$ cat src/rtl/neg_pkg.sv
// Shared defaults, result-slot states and the most-negative-value helper
// for the negation arbiter.
package neg_pkg;

  localparam int unsigned NEG_W  = 8;
  localparam int unsigned NEG_CW = 8;

  typedef enum logic {
    ST_EMPTY = 1'b0,
    ST_FULL  = 1'b1
  } slot_state_t;

  // Most negative two's-complement value of width w: 1 followed by w-1 zeros.
  function automatic logic [63:0] most_neg(input int unsigned w);
    return 64'd1 << (w - 1);
  endfunction

endpackage

$ cat src/rtl/neg_unit.sv
// Combinational two's-complement negation, m = ~a + 1 with the carry discarded.
module neg_unit #(
  parameter int unsigned W = neg_pkg::NEG_W
) (
  input  logic [W-1:0] a,
  output logic [W-1:0] m
);

  assign m = ~a + {{(W-1){1'b0}}, 1'b1};

endmodule

$ cat src/rtl/neg_arbiter.sv
// Round-robin sharing of one negation unit between two requesters, with a
// single registered result slot handed to the consumer on valid/ready.
module neg_arbiter
  import neg_pkg::*;
#(
  parameter int unsigned W  = NEG_W,
  parameter int unsigned CW = NEG_CW
) (
  input  logic          clk,
  input  logic          rst,
  input  logic [1:0]    req,
  input  logic [W-1:0]  a0,
  input  logic [W-1:0]  a1,
  output logic [1:0]    gnt,
  output logic [W-1:0]  m,
  output logic          id,
  output logic          ovf,
  output logic          valid,
  input  logic          ready,
  output logic [CW-1:0] cnt
);

  localparam logic [W-1:0] MOST_NEG = W'(most_neg(W));

  slot_state_t  state;
  logic         pri;
  logic         slot_free;
  logic         grant_any;
  logic         grant_idx;
  logic [W-1:0] a_sel;
  logic [W-1:0] neg_a;

  assign valid     = (state == ST_FULL);
  // A full slot can take a new result on the same edge it is drained.
  assign slot_free = (state == ST_EMPTY) || ready;

  always_comb begin
    // NOTE: every output of a combinational block gets a default first,
    // otherwise an unassigned path infers a latch.
    gnt = 2'b00;
    if (!rst && slot_free) begin
      unique case (req)
        2'b01:   gnt = 2'b01;
        2'b10:   gnt = 2'b10;
        2'b11:   gnt = pri ? 2'b10 : 2'b01;
        default: gnt = 2'b00;
      endcase
    end
  end

  assign grant_any = |gnt;
  assign grant_idx = gnt[1];
  assign a_sel     = grant_idx ? a1 : a0;

  neg_unit #(.W(W)) u_neg (
    .a (a_sel),
    .m (neg_a)
  );

  // NOTE: registered state uses non-blocking assignments so every register
  // samples pre-edge values regardless of statement order.
  always_ff @(posedge clk) begin
    if (rst) begin
      state <= ST_EMPTY;
      m     <= '0;
      id    <= 1'b0;
      ovf   <= 1'b0;
      cnt   <= '0;
      pri   <= 1'b0;
    end else begin
      if (valid && ready) begin
        cnt <= cnt + 1'b1;
      end
      if (grant_any) begin
        state <= ST_FULL;
        m     <= neg_a;
        id    <= grant_idx;
        ovf   <= (a_sel == MOST_NEG);
        pri   <= ~grant_idx;
      end else if (state == ST_FULL && ready) begin
        state <= ST_EMPTY;
      end
    end
  end

endmodule

$ cat config.mk
export PLATFORM = sky130hd
export DESIGN_NAME = neg_arbiter
export DESIGN_NICKNAME = d
export VERILOG_FILES = /design/src/rtl/neg_pkg.sv /design/src/rtl/neg_unit.sv /design/src/rtl/neg_arbiter.sv
export SDC_FILE = /design/constraint.sdc
export NUM_CORES = 1
export LEC_CHECK = 0
export ABC_CLOCK_PERIOD_IN_PS = 2200
export CORE_MARGIN = 2
export CORE_UTILIZATION = 25
export CTS_CLUSTER_SIZE = 16
export DETAILED_ROUTE_END_ITERATION = 8
export SYNTH_ARGS = -nofsm -noshare
export SYNTH_HDL_FRONTEND = slang
export SYNTH_SLANG_ARGS = --single-unit
$ cat constraint.sdc
create_clock -name clk -period 2.2 [get_ports clk]
set_input_delay 0.44 -clock clk [delete_from_list [all_inputs] [get_ports clk]]
set_output_delay 0.44 -clock clk [all_outputs]
set_load 0.01 [all_outputs]
==> reports/results.md <==
Synth
- 0 — number of synthesized flops with an enable pin
- 0.0728 — fraction of synthesized area in multiplexers
- 1100 µm² — cell area after synthesis
- 0.113 — synthesized-area fraction occupied by ao, oa, aoi and oai cells
- 0.119 — parity-gate share of the synthesized area counting xor and xnor cells
- 0 — yosys warns
- 0.364 — part of the Yosys area used for sequential elements
- 20 — flip-flop and latch count after synthesis
- 152 — Synth Net Count
- simple AND/OR/NAND/NOR gates — main combinational cell family by area after synthesis
- 33 — number of distinct library cell variants in the gate-level netlist after synthesis
- 0.0228 — area share of fa/ha/maj cells after synthesis
- 0.273 — basic-gate share of the synthesized area counting and, or, nand and nor cells
- 8.53 µm² — mean area per synthesized cell
- 129 — Post-Synthesis Cells
- dfxtp_1 — most used flip-flop cell after synthesis
- 0 — Async SR Flop Fraction

GRT
- 0.112 — total routing usage reported by global routing
- 4490 µm — global-route wire length before repair
- 0 — number of antenna violations at the first check in global routing
- 22 — pin count of the biggest net entering global routing
- 999 — vias in the first global route
- 0 — global route total overflow

Clocking
- 1 — CTS H-tree lvls
- yes — CTS tree
- 0.07 ns — clock-pin slew of the registers on the worst-case setup and hold paths
- 2 — buffers from clock root to sink, at most
- clkbuf_8 — root buffer selected by CTS
- 20 — number of clock sinks
- 3 — number of buffers inserted during clock tree synthesis
- 0.26 ns — clock insertion delay at the later pin of the skew report

Floorplan
- 24 — FP Rows
- 70.3 µm — Vert. Die Dim
- 4950 µm² — die area
- 70.3 µm — die width
- 4290 µm² — Core Box Area
- 0.256 — effective utilization at floorplan
- 42 — # IOs

Critical path
- dfxtp_1 — cell at the slowest stage of the critical path
- nand2b_4, nand4b_4, mux2i_4, ha_2, nand4bb_1, mux2i_1, buf_4, o21ai_1, a21oi_1 — worst-path cell chain
- 2.12 ns — endpoint arrival time on the critical path
- 0.49 ns — delay of the slowest cell on the worst path
- 0.28 ns — worst reg2reg setup slack
- reg2reg — classification of the worst setup path
- 7 — crit path max fanout
- flop — CP startpoint kind
- 2.39 ns — endpoint required time on the critical path
- flop — endpoint class of the critical path

Timing
- 0.00123 ns — worst setup skew after layout
- no — unrepaired setup endpoints after global routing
- 520 MHz — f_max
- 1.92 ns — shortest period the worst path allows
- 0.708 ns — transition time at the pin with the least slew margin
- 0 — endpoints failing setup
- 0 — final hold violation count
- 0.523 — Max-slew headroom
- 0.874 — Final period util
- 0 — number of pins exceeding their max-slew limit in the final report

Routing
- 2600 µm — total wire length after detailed routing
- 11.2 µm — Routed WL per cell
- 35 — drt initial violations
- 4.55 — via density per instance
- 0 — Remaining DRCs
- 4 — number of detailed-route iterations in the first pass
- 1060 — number of vias after detailed routing
- 0 — DRT antenna net count

Power and ir drop
- 489 nW/µm² — ratio of total power to cell area
- 0.622 mW — internal power contribution
- 0.223 mW — switching pwr
- 0.466 — sequential power share
- 0.671 nW — Leakage Power
- 0.285 — proportion of power drawn by the clock network
- 0.264 — Sw Share
- 0.249 — combinational power share
- 170 µV — largest vdd supply drop

Layout
- 0 — count of inserted antenna diode cells
- 57.1% — area added between synthesis and finish
- 1730 µm² — final instance area
- 0.127 — fraction of final layout cells sized beyond drive strength 1
- 206 — final net count
- 233 — Non-Filler Instances

Placed design
- 2050 µm — half-perimeter wire length of the detailed placement result
- 1630 µm² — placement-stage cell area
- 0.861 — routability congestion estimate
- 228 — post-placement cell count
- 41 — quantity of I/O buffers inserted on ports

Status
- finished clean — result of the run

Job
- 0 — # Max-Cap Violations

Hold path
- reg2reg — class of the tightest hold or removal check

==> stage by stage <==
step	total power, mW	hold WS [ns]	setup TNS, ns	setup WS [ns]	util
after floorplan	0.492	0.481	0	0.194	-
after global placement	0.605	0.443	-1.07	-0.248	0.379
after detailed placement	0.605	0.448	-1.37	-0.321	0.379
after CTS	0.853	0.458	0	0.0254	0.395
after global routing	0.890	0.483	0	0.120	0.402
final	0.845	0.458	0	0.276	0.402
==> placed cells by master, fill, tap and decap left out, types with 2 or more instances in the layout <==
| master | synthesis | routed |
|---|---|---|
| nor2_1 | 23 | 23 |
| a211oi_1 | 4 | 4 |
| dfxtp_1 | 20 | 20 |
| o21ai_1 | 2 | 2 |
| nand2b_1 | 2 | 2 |
| clkbuf_8 | 0 | 3 |
| xor2_1 | 9 | 9 |
| clkdlybuf4s50_1 | 0 | 35 |
| xnor2_1 | 6 | 6 |
| inv_1 | 3 | 3 |
| nand2_1 | 11 | 11 |
| nand4bb_1 | 2 | 2 |
| nor3_1 | 4 | 4 |
| mux2i_1 | 8 | 6 |
| dlymetal6s2s_1 | 0 | 4 |
| buf_4 | 0 | 12 |
| nand3_1 | 7 | 7 |
| o21ai_0 | 3 | 3 |
| a21oi_1 | 5 | 5 |
==> routing by layer <==
metal  track usage  vias up  part of all wire
met2         0.169       43              0.43
li1              -      553                 -
met3        0.0231        3             0.062
met1         0.153      461              0.49
met4        0.0513        0             0.011
met5             0        -                 0
==> flip-flops by register name, summed over array words and instances (netlist names) <==
signal / cells
valid: 1
cnt: 8
ovf: 1
id: 1
pri: 1
m: 8
==> power groups by stage <==
stage / clock [mW] / combinational, mW / sequential (mW)
2_1_floorplan: 0 / 0.0830 / 0.409
3_3_place_gp: 0 / 0.203 / 0.401
3_5_place_dp: 0 / 0.203 / 0.402
4_1_cts: 0.249 / 0.209 / 0.395
5_1_grt: 0.261 / 0.232 / 0.397
6_report: 0.241 / 0.210 / 0.394
==> worst paths after layout <==
path	end	cells past startpoint	startpoint
max	ovf	9	valid
min	ovf	2	ovf
max reg2reg	ovf	9	valid
min reg2reg	ovf	2	ovf
==> critical path: cells and delay by family, from the launching register on <==
kind / cells / cell delay, ns
and+or+nand+nor: 3 / 0.35
adders and majority gates: 1 / 0.23
DFF: 1 / 0.49
buffers and inverters: 1 / 0.15
muxes: 2 / 0.48
AOI/OAI and AO/OA: 2 / 0.18
==> cells in the mapped netlist (2+ instances only) <==
master,number,area (µm²)
clkbuf_1,2,7.51
nand2_1,11,41.3
dfxtp_1,20,400
xor2_1,9,78.8
nor2_1,23,86.3
nand4bb_1,2,22.5
mux2i_1,8,80.1
a211oi_1,4,30.0
o21ai_1,2,10.0
o21ai_0,3,15.0
nand2b_1,2,12.5
ha_1,2,25.0
xnor2_1,6,52.6
nor3_1,4,20.0
inv_1,3,11.3
a21oi_1,5,25.0
nand3_1,7,35.0
==> cells by family after synthesis <==
logic type / Yosys count
AO/OA/AOI/OAI: 18
XOR/XNOR: 15
adder cells (fa/ha/maj): 2
buffers and inverters: 8
flip-flops: 20
multiplexers: 8
AND/OR/NAND/NOR: 58
==> cell type report <==
type                    count  area, µm²
multi-input cells         101        697
repair buffers             53        509
flip-flops and latches     20        400
well taps                  52       65.1
inverters                   4       15.0
fillers                   451       2570
clock buffers               3       41.3
==> timing repair <==
action	4_1_cts	5_1_grt
pin swaps	1	4
endpoints found under the setup margin	3	4
hold buffers	0	0
setup buffers	1	1
resized for setup	7	6
Power figures use the tool's default switching activity.
